[config.mk]
export PLATFORM = sky130hd
export DESIGN_NAME = key_schedule_4bit
export DESIGN_NICKNAME = d
export VERILOG_FILES = /design/src/rtl/key_schedule_4bit_pkg.sv /design/src/rtl/sbox_4bit.sv /design/src/rtl/key_schedule_4bit.sv
export SDC_FILE = /design/constraint.sdc
export NUM_CORES = 1
export LEC_CHECK = 0
export BUFFER_PORTS_ARGS = -buffer_cell sky130_fd_sc_hd__buf_4
export CAP_MARGIN = 10
export CORE_UTILIZATION = 56
export DETAILED_ROUTE_END_ITERATION = 6
export PLACE_DENSITY = 0.8
export SYNTH_ARGS = -nofsm -noshare
export SYNTH_HDL_FRONTEND = slang
export SYNTH_SLANG_ARGS = --single-unit
[constraint.sdc]
create_clock -name clock -period 3.1 [get_ports clock]
set_clock_uncertainty 0.2 [all_clocks]
set_input_delay 0.465 -clock clock [delete_from_list [all_inputs] [get_ports clock]]
set_output_delay 0.465 -clock clock [all_outputs]
set_load 0.1 [all_outputs]
[src/rtl/key_schedule_4bit_pkg.sv]
// Shared definitions for the PRESENT-style round-key generator:
// S-box table, FSM states, rotation amount and index-width helper.
package key_schedule_4bit_pkg;

  typedef enum logic {
    IDLE = 1'b0,
    RUN  = 1'b1
  } state_t;

  localparam int ROT_AMT = 3;

  localparam logic [3:0] SBOX [16] = '{
    4'hC, 4'h5, 4'h6, 4'hB, 4'h9, 4'h0, 4'hA, 4'hD,
    4'h3, 4'hE, 4'hF, 4'h8, 4'h4, 4'h7, 4'h1, 4'h2
  };

  // Width needed to hold round indices 0..num_rounds.
  function automatic int idx_width(input int num_rounds);
    return (num_rounds < 1) ? 1 : $clog2(num_rounds + 1);
  endfunction

endpackage

[src/rtl/sbox_4bit.sv]
// PRESENT 4-bit S-box, purely combinational; shared with the datapath S-box layer.
module sbox_4bit
  import key_schedule_4bit_pkg::*;
(
  input  logic [3:0] din,
  output logic [3:0] dout
);

  assign dout = SBOX[din];

endmodule

[src/rtl/key_schedule_4bit.sv]
// Round-key generator: seeds a KEY_W-bit state from the master key and emits
// NUM_ROUNDS+1 round keys (top nibble of the state) over a valid/ready handshake.
module key_schedule_4bit
  import key_schedule_4bit_pkg::*;
#(
  parameter int KEY_W      = 16,
  parameter int NUM_ROUNDS = 15
) (
  input  logic                                 clock,
  input  logic                                 reset,
  input  logic                                 io_start,
  input  logic                                 io_clear,
  input  logic [KEY_W-1:0]                     io_master_key,
  output logic [3:0]                           io_round_key,
  output logic                                 io_rk_valid,
  input  logic                                 io_rk_ready,
  output logic [idx_width(NUM_ROUNDS)-1:0]     io_round_idx,
  output logic                                 io_busy,
  output logic                                 io_done
);

  localparam int                IDX_W    = idx_width(NUM_ROUNDS);
  localparam logic [IDX_W-1:0]  LAST_IDX = IDX_W'(NUM_ROUNDS);

  state_t            state, state_n;
  logic [KEY_W-1:0]  key_reg, key_n, key_rot, key_upd;
  logic [IDX_W-1:0]  idx, idx_n, idx_inc;
  logic              valid_reg, busy_reg, done_reg, done_n;
  logic [3:0]        sbox_out, rc;
  logic              accept;

  // Update F(K, i): rotate left, S-box the top nibble, xor counter into the low nibble.
  assign key_rot = {key_reg[KEY_W-1-ROT_AMT:0], key_reg[KEY_W-1 -: ROT_AMT]};

  sbox_4bit u_sbox (
    .din  (key_rot[KEY_W-1 -: 4]),
    .dout (sbox_out)
  );

  assign idx_inc = idx + IDX_W'(1);
  assign rc      = 4'(idx_inc);

  always_comb begin
    key_upd               = key_rot;
    key_upd[KEY_W-1 -: 4] = sbox_out;
    key_upd[3:0]          = key_rot[3:0] ^ rc;
  end

  // Handshake: a key transfers on a rising edge where valid && ready; while
  // valid && !ready the key, index and state are held unchanged.
  assign accept = (state == RUN) && valid_reg && io_rk_ready;

  always_comb begin
    state_n = state;
    key_n   = key_reg;
    idx_n   = idx;
    done_n  = 1'b0;
    if (io_clear) begin
      state_n = IDLE;
      idx_n   = '0;
    end else begin
      case (state)
        IDLE: begin
          if (io_start) begin
            key_n   = io_master_key;
            idx_n   = '0;
            state_n = RUN;
          end
        end
        RUN: begin
          if (accept) begin
            if (idx == LAST_IDX) begin
              state_n = IDLE;
              done_n  = 1'b1;
            end else begin
              key_n = key_upd;
              idx_n = idx_inc;
            end
          end
        end
        default: state_n = IDLE;
      endcase
    end
  end

  always_ff @(posedge clock or negedge reset) begin
    if (!reset) begin
      state     <= IDLE;
      key_reg   <= '0;
      idx       <= '0;
      valid_reg <= 1'b0;
      busy_reg  <= 1'b0;
      done_reg  <= 1'b0;
    end else begin
      state     <= state_n;
      key_reg   <= key_n;
      idx       <= idx_n;
      valid_reg <= (state_n == RUN);
      busy_reg  <= (state_n == RUN);
      done_reg  <= done_n;
    end
  end

  assign io_round_key = key_reg[KEY_W-1 -: 4];
  assign io_round_idx = idx;
  assign io_rk_valid  = valid_reg;
  assign io_busy      = busy_reg;
  assign io_done      = done_reg;

endmodule

==> Word-level counts from Yosys, hierarchy flattened <==
Memories as Yosys holds them, arrays and structs flattened.
Index checks and enable logic that the tools add are counted.
{ "totals": {"register_bits": 22, "rom_bits": 64, "input_bits": 21, "memories": 1} }
{ "classes": {"add_sub_neg": 1, "order_cmp": 1, "eq_ne": 7, "mux": 20, "bitwise": 4, "n_reduce_logical": 3} }
{ "mem_list": {"columns": ["memory", "depth", "width", "rd", "rd_ports_with_merged_regs", "write_ports", "line", "text"], "rows": [
  ["(no name shown)", 16, 4, 1, 0, 0, "sbox_4bit.sv:9", "assign dout = SBOX[din];"]
]} }
{ "op_table": {"columns": ["op", "n"], "rows": [
  ["$mux W16", 3],
  ["$pmux W16 S2", 1],
  ["$mux W4", 6],
  ["$mux W1", 8],
  ["$pmux W4 S2", 1],
  ["$ne A3 B3 Y1 const B", 2],
  ["$ge A5 B5 Y1 const B", 1],
  ["$not A4 Y5", 1],
  ["$add A4 B1 Y4 const B", 1],
  ["$eq A4 B4 Y1 const B", 1],
  ["$ne A2 B2 Y1 const B", 2],
  ["$reduce_and A4 Y1", 1],
  ["$xor A4 B4 Y4", 1],
  ["$ne A3 B2 Y1 const B", 1],
  ["$reduce_and A3 Y1", 1],
  ["$ne A2 B1 Y1 const B", 1],
  ["$not A1 Y1", 2],
  ["$pmux W1 S2", 1],
  ["$logic_and A1 B1 Y1", 1]
]} }

==> Depth between registers and ports, before layout <==
{ "depth": {"ltp_word": 7, "mapped_depth": 6, "ltp_nobuf": 6} }

==> By module <==
A second synthesis with hierarchy kept.
{ "hier_totals": {"cells_unflattened": 120, "area_unflattened_um2": 1495.2} }
{ "modules_own_cells": {"columns": ["module", "n_inst", "cells_each", "area_per_inst_um2", "seq_area_each_um2"], "rows": [
  ["key_schedule_4bit", 1, 102, 1310.0, 550.5],
  ["sbox_4bit", 1, 18, 185.2, 0.0]
]} }

==> Least setup slack after synthesis <==
No wires, ideal clock.
{ "synth_timing": {"kind": "flip-flop to flip-flop", "from": "reg idx[0] (netlist: io_round_idx[0])", "to": "reg key_reg[1]", "setup_time_ns": 0.127, "t_arrival_ns": 2.126, "t_required_ns": 2.773, "setup_slack_ns": 0.646, "path_stages_with_launch": 6, "n_path_buf": 1, "synth_period_minus_slack_ns": 2.454, "path_cell_list": "dfrtp_1 ha_1 and4_1 nor3_2 buf_4 mux2_1"} }
{ "synth_between": {"elab_chain_cells": 5, "word_cells_on_any_way": 8, "cone_classes": "1 x add/sub; 2 x eq/ne; 3 x mux; 1 x bitwise; 1 x reduce/logical"} }
{ "synth_lines": {"columns": ["item", "line", "text"], "rows": [
  ["start, declared", "key_schedule_4bit.sv:27", "logic [IDX_W-1:0] idx, idx_n, idx_inc;"],
  ["start signal, assigned", "key_schedule_4bit.sv:97", "idx <= idx_n;"],
  ["$add A4 B1 Y4", "key_schedule_4bit.sv:40", "assign idx_inc = idx + IDX_W'(1);"],
  ["$xor A4 B4 Y4", "key_schedule_4bit.sv:46", "key_upd[3:0] = key_rot[3:0] ^ rc;"],
  ["$mux W16", "key_schedule_4bit.sv:72", "if (idx == LAST_IDX) begin"],
  ["$mux W16", "key_schedule_4bit.sv:71", "if (accept) begin"],
  ["$pmux W16 S2", "key_schedule_4bit.sv:62", "case (state)"],
  ["end signal, assigned", "key_schedule_4bit.sv:96", "key_reg <= key_n;"],
  ["end, declared", "key_schedule_4bit.sv:26", "logic [KEY_W-1:0] key_reg, key_n, key_rot, key_upd;"]
]} }
Parallel ways exist; a longest one is shown, timed or not. The select of a mux whose other input is x is not followed.
A chain may end at the register's enable or synchronous reset.

==> Worst setup path in the final report <==
{ "layout_timing": {"from": "reg busy_reg (netlist: io_busy)", "to": "out io_busy"} }
{ "layout_rtl": {"columns": ["item", "line", "text"], "rows": [
  ["start, declared", "key_schedule_4bit.sv:28", "logic valid_reg, busy_reg, done_reg, done_n;"],
  ["start signal, assigned", "key_schedule_4bit.sv:99", "busy_reg <= (state_n == RUN);"],
  ["end, declared", "key_schedule_4bit.sv:18", "output logic io_busy,"]
]} }
No word-level cell between the ends.

==> out/qor.txt <==
Outcome: completed
Num rows: 17
Nets: 186
Most common cell in the netlist: dfrtp_1
CP Cell Sequence: buf_4 > buf_4
H-tree depth: 1
Final WS setup: 672 ps
Worst-Skew Late Latency: 320 ps
CTS buffer count: 3
Asr flop ratio synth: 1.00
Max_cap viols: 0
Slowest CP cell: dfrtp_1
DP Area: 1540 sq um
Share of layout cells above drive strength 1: 0.285
Area grow syn2layout: 19.2%
Core area: 2230 sq um
Largest net degree at the start of global routing: 23
Max Buffers Root-to-Sink: 2
Area leader, netlist: dfrtp_1
Peak supply drop: 0.409 mV
CTS Hold Bufs: 1
Routed WL per cell: 13.9 um
Hold_ws: 142 ps
Post-DRT Antenna Nets: 0
Vias in the first global route: 963
Initial antenna violation count: 0
Crit. End Element: output port
PD cells: 575 nW/um^2
Detailed Route Iter0 Violations: 18
Hold Crit Class: in -> reg
YS warnings: 0
Clock slew at reported path FFs: 130 ps
Setup CP Type: reg -> out
Critical Path RT: 2430 ps
Slowest stage delay, CP: 760 ps
Seq/Total Area, Yosys: 0.413
Dpl ws: 765 ps
IO Port Bufs: 31
FILL cells: 174
Post-Synthesis Cells: 131
# setup viols final: 0
Top cell type's share of synthesized area: 0.413
Critical Path Fanout Max: 17
Die width: 50.8 um
Slew HR: 0.584
Initial Util: 0.597
All-Layer GR Usage: 0.229
Max Slew Vio Count: 0
Commonest cells in the synthesized netlist: dfrtp_1, nor2_1, mux2i_1
Yosys reg bits: 22
Syn Nets: 158
Final Instance Area: 1590 sq um
Synth area leaders: dfrtp_1, mux2i_1, ha_1
First-pass GRT wire length: 4.25 mm
GR Overflow Total: 0
CP startpoint kind: flop
TNS Setup: 0 ps
Vias post-DR: 1029
Die Span Y: 50.8 um
Dpl hpwl: 1.97 mm
Post-synth EDFFs: 0
Post-synthesis average cell area: 10.2 sq um
Max FFs per register: 16
DRC errors left: 0
Tcrit/Tclk final: 0.783
Mapped cell area: 1330 sq um
I/O pin count: 32
Drt total wl: 2.59 mm
Antenna cells: 0
# clock sinks: 22
CP most frequent cell: buf_4
Ys flop type: dfrtp_1
CTS tree: built
Detailed Routing Iterations Pass 1: 4
Total power draw: 0.913 mW
DIE AREA: 2580 sq um
Final hold vios: 0
Yosys cell types: 34
Worst Tran Pin Value: 621 ps
Setup Fix Bufs, Post-CTS: 0
Routability Congestion: 0.814
Fmax: 412 MHz
CTS root buf: clkbuf_4
Via/cell ratio: 5.53
Leakage: 0.745 nW
Worst Path Arrival: 1760 ps
RSZ-0062 raised after global routing: false
Post-CTS sizing: 0
Minimum clock period: 2430 ps
## stage by stage
step,cells,utilization
after global routing,186,0.711
after detailed placement,181,0.691
after CTS,186,0.711
final,186,0.711
after global placement,181,0.691
after floorplan,131,-
## critical path, delay by kind of cell, from the launching register on
kind,cells,cell delay [ps]
buffers and inverters,2,680
DFF,1,760
## cell usage in the layout (no fill, tap or decap), types with 2 or more instances in the layout
cell and n:
ha_1 6, clkbuf_4 3, mux2i_1 15, mux2_4 2
dfrtp_1 22, o21ai_0 6, mux4_2 2, nor3b_1 2
nor2_1 17, nand2_1 3, a21oi_1 14, inv_1 6
xnor2_1 5, buf_4 33
## final cells by class
| type | instances | area (sq um) | share of cell area |
|---|---|---|---|
| clock buffers | 4 | 36.3 | 0.0228 |
| inverters | 6 | 22.5 | 0.0142 |
| multi-input cells | 92 | 687 | 0.432 |
| flip-flops and latches | 22 | 551 | 0.346 |
| well taps | 28 | 35.0 | 0.0220 |
| repair buffers | 34 | 258 | 0.162 |
## path summary, 6_finish.rpt
| check | from | endpoint | slack (ps) | cells past startpoint |
|---|---|---|---|---|
| min in group asynchronous | reset | key_reg[15] | 350 | 2 |
| max in group asynchronous | reset | key_reg[8] | 2120 | 2 |
| worst min register to register | key_reg[1] | key_reg[1] | 320 | 1 |
| worst max register to register | io_busy | key_reg[4] | 730 | 5 |
| worst min-delay path | io_clear | io_round_idx[1] | 140 | 2 |
| worst max-delay path | io_busy | io_busy | 670 | 2 |
## cells by family after synthesis
kind of cell             count (synthesis)  synth area share
multiplexers                            20             0.177
XOR/XNOR                                 6            0.0394
adder cells (fa/ha/maj)                  6            0.0563
buffers and inverters                   17            0.0714
flip-flops                              22             0.413
AND/OR/NAND/NOR                         32             0.119
AO/OA/AOI/OAI                           28             0.123
## metal layers
metal  routed length (um)  GRT usage  up-vias
li1                     -          -      512
met4                   47     0.0972        0
met2                 1220      0.373       35
met1                 1240      0.312      477
met3                   91     0.0182        5
met5                    0          0        -
## power by group
part	internal [mW]	leakage [nW]	switching, mW
Sequential	0.334	0.260	0.0553
Combinational	0.140	0.464	0.221
Clock	0.0719	0.0210	0.0909
(Power assumes the default switching activity.)
